[config.mk]
export PLATFORM = sky130hd
export DESIGN_NAME = sampler_scheduler
export DESIGN_NICKNAME = d
export VERILOG_FILES = /design/src/rtl/sampler_scheduler_pkg.sv /design/src/rtl/sampler_scheduler_trigger_detect.sv /design/src/rtl/sampler_scheduler.sv
export SDC_FILE = /design/constraint.sdc
export NUM_CORES = 1
export LEC_CHECK = 0
export ABC_AREA = 0
export BUFFER_PORTS_ARGS = -buffer_cell sky130_fd_sc_hd__buf_2
export CAP_MARGIN = 20
export CELL_PAD_IN_SITES_DETAIL_PLACEMENT = 0
export CELL_PAD_IN_SITES_GLOBAL_PLACEMENT = 1
export CORE_AREA = 2 2 143 145
export DETAILED_ROUTE_END_ITERATION = 10
export DIE_AREA = 0 0 145 147
export PLACE_DENSITY = 0.79
export SYNTH_ARGS = -nofsm -noshare
export SYNTH_HDL_FRONTEND = slang
export SYNTH_SLANG_ARGS = --single-unit
[constraint.sdc]
create_clock -name clk -period 3.2 [get_ports clk]
set_clock_uncertainty 0.15 [all_clocks]
set_input_delay 0.32 -clock clk [delete_from_list [all_inputs] [get_ports clk]]
set_output_delay 0.32 -clock clk [all_outputs]
set_load 0.02 [all_outputs]
[src/rtl/sampler_scheduler_pkg.sv]
// sampler_scheduler_pkg: constants and helpers shared by the sampler scheduler files.
// Holds the sweep FSM encoding, trigger thresholds in millivolts and the voice count.
package sampler_scheduler_pkg;

    localparam int NUM_VOICES    = 4;
    localparam int TRIGGER_HI_MV = 1000;
    localparam int TRIGGER_LO_MV = 500;

    // Sweep FSM encoding, kept as plain constants so older code can share it.
    typedef logic [2:0] state_t;
    localparam state_t ST_IDLE    = 3'd0;
    localparam state_t ST_READ0   = 3'd1;
    localparam state_t ST_READ1   = 3'd2;
    localparam state_t ST_READ2   = 3'd3;
    localparam state_t ST_READ3   = 3'd4;
    localparam state_t ST_CAPTURE = 3'd5;

    // Convert a millivolt threshold into sample units (fixed-point shift).
    function automatic int mv_to_sample(input int mv, input int fp_offset);
        return mv <<< fp_offset;
    endfunction

endpackage

[src/rtl/sampler_scheduler_trigger_detect.sv]
// sampler_trigger_detect: per-voice hysteresis comparator with a rising-edge pulse.
// The level only moves when eval is high (an accepted audio sample strobe); rise is
// a same-cycle pulse so the scheduler can restart the voice on that strobe edge.
module sampler_trigger_detect #(
    parameter int W         = 16,
    parameter int FP_OFFSET = 2
) (
    input  logic                clk,
    input  logic                rst,
    input  logic                eval,
    input  logic signed [W-1:0] sample_in,
    output logic                rise
);
    import sampler_scheduler_pkg::*;

    localparam logic signed [W-1:0] HI_THRESH = W'(mv_to_sample(TRIGGER_HI_MV, FP_OFFSET));
    localparam logic signed [W-1:0] LO_THRESH = W'(mv_to_sample(TRIGGER_LO_MV, FP_OFFSET));

    logic level_r;
    logic level_s;

    // Hysteresis: high at/above the upper threshold, low below the lower one, else hold.
    always_comb begin
        if (sample_in >= HI_THRESH) begin
            level_s = 1'b1;
        end else if (sample_in < LO_THRESH) begin
            level_s = 1'b0;
        end else begin
            level_s = level_r;
        end
    end

    assign rise = eval & ~level_r & level_s;

    // Level register, updated only on accepted strobes.
    always_ff @(posedge clk) begin
        if (rst) begin
            level_r <= 1'b0;
        end else if (eval) begin
            level_r <= level_s;
        end else begin
            level_r <= level_r;
        end
    end

endmodule

[src/rtl/sampler_scheduler.sv]
// sampler_scheduler: four-voice one-shot sample player sharing a single ROM port.
// Each accepted strobe runs a sweep READ0..READ3 -> CAPTURE reading one word per
// active voice, then updates all four outputs at once with an out_valid pulse.
// Optional feature macro: SAMPLER_SCHEDULER_RETRIGGER_EN (trigger edges restart
// voices that are still playing; when undefined only idle voices can start).
module sampler_scheduler #(
    parameter int W          = 16,
    parameter int FP_OFFSET  = 2,
    parameter int SLOT_LEN   = 2048,
    parameter int SAMPLE_LEN = 1680,
    parameter int RATE_DIV   = 2
) (
    input  logic                              clk,
    input  logic                              rst,
    input  logic                              sample_strobe,
    input  logic signed [W-1:0]               sample_in0,
    input  logic signed [W-1:0]               sample_in1,
    input  logic signed [W-1:0]               sample_in2,
    input  logic signed [W-1:0]               sample_in3,
    output logic [$clog2(4*SLOT_LEN)-1:0]     rom_addr,
    output logic                              rom_rd_en,
    input  logic signed [W-1:0]               rom_rdata,
    output logic signed [W-1:0]               sample_out0,
    output logic signed [W-1:0]               sample_out1,
    output logic signed [W-1:0]               sample_out2,
    output logic signed [W-1:0]               sample_out3,
    output logic                              out_valid,
    output logic                              overrun
);
    import sampler_scheduler_pkg::*;

    localparam int AW = $clog2(4*SLOT_LEN);
    localparam int SW = $clog2(SLOT_LEN);
    localparam int PW = $clog2(SAMPLE_LEN+1);
    localparam int DW = $clog2(RATE_DIV+1);
    localparam logic [PW-1:0] POS_END  = PW'(SAMPLE_LEN);
    localparam logic [DW-1:0] DIV_LAST = DW'(RATE_DIV-1);

`ifdef SAMPLER_SCHEDULER_RETRIGGER_EN
    localparam logic RETRIGGER_EN = 1'b1;
`else
    localparam logic RETRIGGER_EN = 1'b0;
`endif

    state_t                  state_r;
    state_t                  state_s;
    logic [PW-1:0]           pos_r [NUM_VOICES];
    logic [PW-1:0]           pos_s [NUM_VOICES];
    logic [NUM_VOICES-1:0]   restart_r;
    logic [NUM_VOICES-1:0]   restart_s;
    logic [NUM_VOICES-1:0]   rise_s;
    logic [DW-1:0]           div_r;
    logic                    adv_r;
    logic                    accept_s;
    logic                    rd_sel_s;
    logic [1:0]              rd_voice_s;
    logic                    rd_en_s;
    logic [AW-1:0]           addr_s;
    logic                    rd_pend_r;
    logic signed [W-1:0]     cap_data_s;
    logic signed [W-1:0]     voice_r [3];
    logic signed [W-1:0]     trig_in_s [NUM_VOICES];

    assign accept_s     = sample_strobe && (state_r == ST_IDLE);
    assign trig_in_s[0] = sample_in0;
    assign trig_in_s[1] = sample_in1;
    assign trig_in_s[2] = sample_in2;
    assign trig_in_s[3] = sample_in3;
    // Word arriving this cycle belongs to the voice read last cycle; idle voices read as 0.
    assign cap_data_s   = rd_pend_r ? rom_rdata : '0;

    for (genvar g = 0; g < NUM_VOICES; g++) begin : g_trig
        sampler_trigger_detect #(
            .W         (W),
            .FP_OFFSET (FP_OFFSET)
        ) u_trig (
            .clk       (clk),
            .rst       (rst),
            .eval      (accept_s),
            .sample_in (trig_in_s[g]),
            .rise      (rise_s[g])
        );
    end

    // Sweep sequencing: one strobe starts a fixed six-cycle walk through the voices.
    always_comb begin
        state_s = state_r;
        case (state_r)
            ST_IDLE: begin
                if (sample_strobe) begin
                    state_s = ST_READ0;
                end else begin
                    state_s = ST_IDLE;
                end
            end
            ST_READ0:   state_s = ST_READ1;
            ST_READ1:   state_s = ST_READ2;
            ST_READ2:   state_s = ST_READ3;
            ST_READ3:   state_s = ST_CAPTURE;
            ST_CAPTURE: state_s = ST_IDLE;
            default:    state_s = ST_IDLE;
        endcase
    end

    // Playback positions: restart on a qualifying edge, advance in CAPTURE, saturate at end.
    always_comb begin
        for (int v = 0; v < NUM_VOICES; v++) begin
            pos_s[v]     = pos_r[v];
            restart_s[v] = restart_r[v];
            if (accept_s) begin
                restart_s[v] = rise_s[v] & (RETRIGGER_EN | (pos_r[v] >= POS_END));
                if (restart_s[v]) begin
                    pos_s[v] = '0;
                end else begin
                    pos_s[v] = pos_r[v];
                end
            end else if ((state_r == ST_CAPTURE) && adv_r && !restart_r[v] && (pos_r[v] < POS_END)) begin
                pos_s[v] = pos_r[v] + PW'(1'b1);
            end else begin
                pos_s[v] = pos_r[v];
            end
        end
    end

    // ROM request for the READ state being entered, so the port outputs are registered.
    always_comb begin
        rd_sel_s   = 1'b1;
        rd_voice_s = 2'd0;
        case (state_s)
            ST_READ0: rd_voice_s = 2'd0;
            ST_READ1: rd_voice_s = 2'd1;
            ST_READ2: rd_voice_s = 2'd2;
            ST_READ3: rd_voice_s = 2'd3;
            default:  rd_sel_s   = 1'b0;
        endcase
        if (rd_sel_s && (pos_s[rd_voice_s] < POS_END)) begin
            rd_en_s = 1'b1;
            addr_s  = (AW'(rd_voice_s) << SW) | AW'(pos_s[rd_voice_s]);
        end else begin
            rd_en_s = 1'b0;
            addr_s  = '0;
        end
    end

    // Control state: FSM, positions, restart flags, rate divider and sticky overrun.
    always_ff @(posedge clk) begin
        if (rst) begin
            state_r   <= ST_IDLE;
            for (int v = 0; v < NUM_VOICES; v++) begin
                pos_r[v] <= POS_END;
            end
            restart_r <= '0;
            div_r     <= '0;
            adv_r     <= 1'b0;
            overrun   <= 1'b0;
        end else begin
            state_r   <= state_s;
            for (int v = 0; v < NUM_VOICES; v++) begin
                pos_r[v] <= pos_s[v];
            end
            restart_r <= restart_s;
            if (accept_s) begin
                adv_r <= (div_r == DIV_LAST);
                div_r <= (div_r == DIV_LAST) ? '0 : div_r + DW'(1'b1);
            end
            if (sample_strobe && (state_r != ST_IDLE)) begin
                overrun <= 1'b1;
            end
        end
    end

    // ROM port registers plus the one-cycle read-data tracking flag.
    always_ff @(posedge clk) begin
        if (rst) begin
            rom_rd_en <= 1'b0;
            rom_addr  <= '0;
            rd_pend_r <= 1'b0;
        end else begin
            rom_rd_en <= rd_en_s;
            rom_addr  <= addr_s;
            rd_pend_r <= rom_rd_en;
        end
    end

    // Voice capture and simultaneous output update at the end of the sweep.
    always_ff @(posedge clk) begin
        if (rst) begin
            voice_r[0]  <= '0;
            voice_r[1]  <= '0;
            voice_r[2]  <= '0;
            sample_out0 <= '0;
            sample_out1 <= '0;
            sample_out2 <= '0;
            sample_out3 <= '0;
            out_valid   <= 1'b0;
        end else begin
            if (state_r == ST_READ1) begin
                voice_r[0] <= cap_data_s;
            end else if (state_r == ST_READ2) begin
                voice_r[1] <= cap_data_s;
            end else if (state_r == ST_READ3) begin
                voice_r[2] <= cap_data_s;
            end
            if (state_r == ST_CAPTURE) begin
                sample_out0 <= voice_r[0];
                sample_out1 <= voice_r[1];
                sample_out2 <= voice_r[2];
                sample_out3 <= cap_data_s;
            end
            out_valid <= (state_r == ST_CAPTURE);
        end
    end

endmodule

## Word-level counts from Yosys, hierarchy flattened

Memories as Yosys holds them, arrays and structs flattened. A register that Yosys moved wholly into a read port is not among the register bits.
Index checks and enable logic that the tools add are counted.

- Add/sub/neg operators: 5
- Order comparisons: 18
- Eq/ne operators: 10
- Mux-type cells: 52
- Bitwise gates (word level): 26
- Reductions and logical operators: 20

Operator list:

| cell | number |
|---|---|
| 11-bit 2-to-1 mux | 18 |
| 16-bit by 13-bit greater-or-equal comparator with 1-bit output, second input constant | 4 |
| 16-bit by 12-bit < comparator with 1-bit output, second input constant | 4 |
| 16-bit 2-to-1 mux | 4 |
| 11-bit < comparator, second input constant | 5 |
| 11-bit by 1-bit adder with 11-bit output, second input constant | 4 |
| 11-bit greater-or-equal comparator, second input constant | 4 |
| 1-bit 2-to-1 mux | 26 |
| 11-bit binary-select mux with 2-bit select | 1 |
| 3-bit one-hot mux with 5 select lines | 1 |
| 13-bit by 11-bit OR with 13-bit output | 1 |
| 1-bit bitwise AND | 12 |
| 3-bit by 2-bit equality test with 1-bit output, second input constant | 4 |
| 1-bit logical AND | 12 |
| 3-bit equality test, second input constant | 3 |
| 1-bit OR | 7 |
| 3-bit by 1-bit equality test with 1-bit output, second input constant | 2 |
| 2-bit one-hot mux with 3 select lines | 1 |
| 1-bit inverter | 5 |
| 1-bit logical NOT | 4 |
| 4-bit OR reduction | 1 |
| 3-bit greater-or-equal comparator, second input constant | 1 |
| 3-bit logical NOT | 1 |
| 2-bit inverter with 3-bit output | 1 |
| other kinds (5) | 5 |

- Bits in registers: 47
- Memory bits (writable): 92
- Word-level logic and storage cells: 147
- Memories kept: 2

Memories:

| memory | depth | bits a word | read ports | clocked after Yosys merged registers in | write ports | RTL line | source |
|---|---|---|---|---|---|---|---|
| voice_r | 3 | 16 | 3 | 3 | 3 | sampler_scheduler.sv:61 | `logic signed [W-1:0] voice_r [3];` |
| pos_r | 4 | 11 | 4 | 0 | 4 | sampler_scheduler.sv:47 | `logic [PW-1:0] pos_r [NUM_VOICES];` |

## Depth between registers and ports, before layout

- Depth in word-level cells: 14
- Mapped depth: 12

## Modules after synthesis

Synthesis repeated with hierarchy kept, for this count alone.

- Cells, all modules: 872
- Area total of the unflattened synthesis: 7966.4 µm²

Modules (own cells, without submodules):

| module | times used | cells an instance | area an instance (µm²) | sequential area each (µm²) |
|---|---|---|---|---|
| sampler_scheduler | 1 | 820 | 7606.0 | 4144.0 |
| sampler_trigger_detect | 4 | 13 | 90.1 | 20.0 |

## Worst setup path before layout

OpenSTA, ideal clock, no wires.

- Path type: reg-to-reg
- Start point: register state_r[1]
- End point: register rom_addr[6]
- Setup time: 125 ps
- Arrival: 2198 ps
- Data required time: 2925 ps
- Setup slack: 727 ps
- Cell stages (with the launch flop): 11
- Buffers on the path: 2
- Period minus slack after synthesis: 2473 ps
- Cell sequence: dfxtp_1 > buf_2 > and4b_1 > buf_4 > o211ai_1 > or4_1 > o32ai_1 > a41oi_1 > and2_1 > o31ai_2 > nor2_1

- Word-level cells in the longest chain between the ends: 14
- Elaborated cells between the ends (all ways): 57
- Classes of those cells: order compare (1); eq/ne (9); mux (18); bitwise (15); reduce/logical (14)

Ends and longest elaborated chain:

| element | RTL line | source |
|---|---|---|
| start, declared | sampler_scheduler.sv:45 | `state_t state_r;` |
| start signal, assigned | sampler_scheduler.sv:157 | `state_r <= state_s;` |
| parallel branches: the longest is 14 deep, another holds 11-bit < comparator | -- |  |
| end signal, assigned | sampler_scheduler.sv:180 | `rom_addr <= addr_s;` |
| end, declared | sampler_scheduler.sv:20 | `output logic [$clog2(4*SLOT_LEN)-1:0] rom_addr,` |

Parallel ways; which one is timed is not known. The select of a mux whose other input is x is not followed.
A chain may end at the register's enable or synchronous reset.

==> flow_summary.json <==
{
  "die-area_mm2": 0.0213,
  "grt-busiest-layer": "met2",
  "clock_insertion_delay_worst_skew_ns": 0.45,
  "largest_voltage_drop_on_the_vdd_net_mv": 0.338,
  "cts_htree_levels": 4,
  "worst-endpoint-required_ns": 3.38,
  "arrival_ns": 3.04,
  "power.internal_uw": 3910,
  "drc": 0,
  "grt.total_usage_pct": 18.8,
  "finalMaxSlewViolations": 0,
  "cts_post_setup_buffers_inserted": 0,
  "antenna_violating_nets_post_route": 0,
  "start_util_pct": 39.1,
  "num_rows": 52,
  "grt_antenna_before_repair": 0,
  "sw_frac_of_total_pct": 28.2,
  "floorplan.die.height_um": 147,
  "cts-buffers-inserted": 17,
  "synthesis_warning_total": 0,
  "critical_path_peak_fanout": 7,
  "p_leak_uw": 0.00376,
  "first_pass_iters": 6,
  "synth.net_count": 942,
  "post-layout-total-power_uw": 5450,
  "area_growth_pct": 23.3,
  "total_switching_power_uw": 1530,
  "finalSetupViolations": 0,
  "period_share_pct": 89.6,
  "diodes": 0,
  "ff2ff_setup_slack_ns": 0.33,
  "mapped_avg_cell_area_um2": 9.11,
  "grt_use_met2_pct": 29.4,
  "grt_setup_unrepaired": "false",
  "tritoncts_num_sinks": 187,
  "outcome": "complete, no violations",
  "synth_enable_flop_cells": 48,
  "clock_root_buffer": "sky130_fd_sc_hd__clkbuf_16",
  "tritoncts": "built",
  "die_w_um": 145,
  "dp_worst_setup_slack_ns": 0.319,
  "max-clock-path-buffers": 2,
  "grt_first_pass_wirelength_um": 32000,
  "hold_class": "in -> reg",
  "detailedRoute.firstIterationViolations": 498,
  "final_net_count": 1095,
  "grt.met3_usage_pct": 3.45,
  "power_density_mw_per_mm2": 570,
  "critPathLaunchType": "register",
  "commonest_non_fill_non_tap_cell_in_the_layout": "sky130_fd_sc_hd__nand2_1",
  "proportion_of_power_drawn_by_combinational_gates_pct": 10.9,
  "cp-end-kind": "register",
  "reg2reg_from": "pos_r[0][8]",
  "first_global_vias": 5977,
  "place_congestion": 0.833,
  "route.detailed.vias_per_inst": 5.16,
  "io-pin-count": 163,
  "synth.yosys.seq_area_share_pct": 54.5,
  "synth-main-ff-cell": "sky130_fd_sc_hd__dfxtp_1",
  "synthCells": 851,
  "clk_pin_slew_ns": 0.08,
  "largest_net_degree_at_the_start_of_global_routing": 66,
  "postRouteWirelength_um": 20000,
  "yosys_register_bits": 187,
  "setup.worst_path.class": "reg -> reg",
  "clock.fmax_mhz": 349,
  "final-hold-violation-count": 0,
  "gr-usage-met1_pct": 26.7,
  "async_sr_flop_fraction_pct": 0,
  "dr_total_vias": 6637,
  "worst_slew_pin_slew_ns": 0.830,
  "pwr-share-seq_pct": 47.7,
  "relSlewSlack_pct": 44.6,
  "post_cts_resize_count": 0,
  "most-common-layout-cells": "sky130_fd_sc_hd__nand2_1 (176), sky130_fd_sc_hd__buf_2 (145), sky130_fd_sc_hd__dfxtp_1 (139)",
  "max_cap_viol_count": 0,
  "detailed_place_hpwl_um": 13900,
  "worst_slack_ns": 0.334,
  "final.setup.tns_ns": 0,
  "grt_overflow_total": 0,
  "design.core.area_mm2": 0.0198,
  "clkPwrFrac_pct": 41.4,
  "yosys.cell_types.count": 70,
  "final_period_minus_worst_setup_slack_ns": 2.87,
  "routedWlPerCell_um": 15.5,
  "final_layout_size_suffix_gt1_share_pct": 23.4,
  "min_from": "rom_rdata[0]",
  "synth_area_mm2": 0.00775,
  "fin_util_pct": 48.2,
  "worstSetupStartpoint": "pos_r[0][8]",
  "count_of_input_and_output_buffers": 146
}
final timing paths:
check	to	cells after the start
max	rom_addr[5]	8
min	sample_out3[0]	3
max reg2reg	rom_addr[5]	8
min reg2reg	sample_out2[14]	2
repair_timing:
action	4_1_cts	5_1_grt
hold buffers	5	0
endpoints found under the hold margin	5	0
setup endpoints to repair	0	0
critical path, cell delays in order, from the launching register on:
cell and delay (ns):
sky130_fd_sc_hd__dfxtp_1 0.37, sky130_fd_sc_hd__nor4_1 0.55, sky130_fd_sc_hd__o211ai_1 0.17, sky130_fd_sc_hd__or4_1 0.51, sky130_fd_sc_hd__o32ai_1 0.28, sky130_fd_sc_hd__a41oi_1 0.14
sky130_fd_sc_hd__and2_1 0.27, sky130_fd_sc_hd__o31ai_2 0.24, sky130_fd_sc_hd__nor2_1 0.07
registers in the layout (all words and copies together) (netlist names), 2 cells and up:
signal,flops
sample_out0,16
sample_out2,16
sample_out1,16
restart_r,4
state_r,3
div_r,2
voice_r,48
rom_addr,13
pos_r,44
g_trig.u_trig.level_r,4
sample_out3,16
power groups by stage:
stage / Sequential (µW) / Combinational [µW] / Clock, µW
3_3_place_gp: 2650 / 584 / 0
3_5_place_dp: 2650 / 587 / 0
5_1_grt: 2610 / 649 / 2380
6_report: 2600 / 593 / 2250
4_1_cts: 2600 / 594 / 2300
2_1_floorplan: 2650 / 357 / 0
cell families after synthesis:
| logic type | count (synthesis) | synth area share, % |
|---|---|---|
| AO/OA/AOI/OAI | 207 | 17.3 |
| XOR/XNOR | 2 | 0.226 |
| adder cells (fa/ha/maj) | 8 | 1.29 |
| buffers and inverters | 73 | 3.87 |
| flip-flops | 187 | 54.5 |
| multiplexers | 6 | 0.791 |
| AND/OR/NAND/NOR | 368 | 22.0 |
cells in the mapped netlist, types with 2 or more instances:
master | count | area (µm²)
sky130_fd_sc_hd__nand2_1 | 176 | 661
sky130_fd_sc_hd__dfxtp_1 | 139 | 2780
sky130_fd_sc_hd__a21oi_1 | 110 | 551
sky130_fd_sc_hd__nor2_1 | 63 | 236
sky130_fd_sc_hd__edfxtp_1 | 48 | 1440
sky130_fd_sc_hd__nand3_1 | 47 | 235
sky130_fd_sc_hd__clkbuf_1 | 39 | 146
sky130_fd_sc_hd__inv_1 | 25 | 93.8
sky130_fd_sc_hd__o211ai_1 | 25 | 188
sky130_fd_sc_hd__nor3_1 | 12 | 60.1
sky130_fd_sc_hd__o21ai_0 | 11 | 55.1
sky130_fd_sc_hd__nand4_1 | 10 | 62.6
sky130_fd_sc_hd__and3_1 | 8 | 50.1
sky130_fd_sc_hd__ha_1 | 8 | 100
sky130_fd_sc_hd__or2_2 | 8 | 50.1
sky130_fd_sc_hd__a31oi_1 | 7 | 43.8
sky130_fd_sc_hd__o21a_1 | 7 | 52.6
sky130_fd_sc_hd__or3_1 | 7 | 43.8
sky130_fd_sc_hd__and2_1 | 6 | 37.5
sky130_fd_sc_hd__mux2i_1 | 5 | 50.1
sky130_fd_sc_hd__nand2b_1 | 5 | 31.3
sky130_fd_sc_hd__nor4_1 | 5 | 31.3
sky130_fd_sc_hd__a2111oi_0 | 4 | 35.0
sky130_fd_sc_hd__a211oi_1 | 4 | 30.0
sky130_fd_sc_hd__and4b_1 | 4 | 40.0
sky130_fd_sc_hd__o31ai_1 | 4 | 30.0
sky130_fd_sc_hd__a211o_1 | 3 | 26.3
sky130_fd_sc_hd__buf_2 | 3 | 15.0
sky130_fd_sc_hd__nor2b_1 | 3 | 18.8
sky130_fd_sc_hd__a21bo_2 | 2 | 20.0
sky130_fd_sc_hd__a21o_1 | 2 | 15.0
sky130_fd_sc_hd__a41oi_1 | 2 | 17.5
sky130_fd_sc_hd__buf_1 | 2 | 7.51
sky130_fd_sc_hd__buf_4 | 2 | 15.0
sky130_fd_sc_hd__buf_6 | 2 | 22.5
sky130_fd_sc_hd__nand3b_1 | 2 | 15.0
sky130_fd_sc_hd__nor3b_1 | 2 | 15.0
sky130_fd_sc_hd__o2111ai_1 | 2 | 17.5
sky130_fd_sc_hd__o211a_4 | 2 | 35.0
sky130_fd_sc_hd__o21ai_1 | 2 | 10.0
sky130_fd_sc_hd__o22ai_1 | 2 | 12.5
sky130_fd_sc_hd__o32ai_1 | 2 | 17.5
sky130_fd_sc_hd__or4_1 | 2 | 15.0
layout make-up:
class                           count  area, µm²
Clock buffer                       17        425
Clock inverter                     15        228
Fill cell                        1924      10300
Inverter                           25       93.8
Multi-Input combinational cell    591       3230
Sequential cell                   187       4220
Tap cell                          270        338
Timing Repair Buffer              182       1020
routing by layer:
| metal | up-vias | part of all wire [%] | wire length, µm |
|---|---|---|---|
| met5 | - | 0 | 0 |
| met4 | 0 | 1.4 | 289 |
| met3 | 23 | 5.3 | 1060 |
| met2 | 190 | 46 | 9170 |
| met1 | 3106 | 47 | 9440 |
| li1 | 3318 | - | - |
through the flow:
stage | hold WS, ns | cell area, µm² | cells
after CTS | 0.000178 | 9560 | 1287
after floorplan | 0.286 | 7750 | 851
after detailed placement | 0.294 | 8850 | 1250
after global placement | 0.291 | 8850 | 1250
after global routing | 0.00785 | 9560 | 1287
final | 0.00806 | 9560 | 1287
No activity file was read; power rests on OpenSTA's default activity.
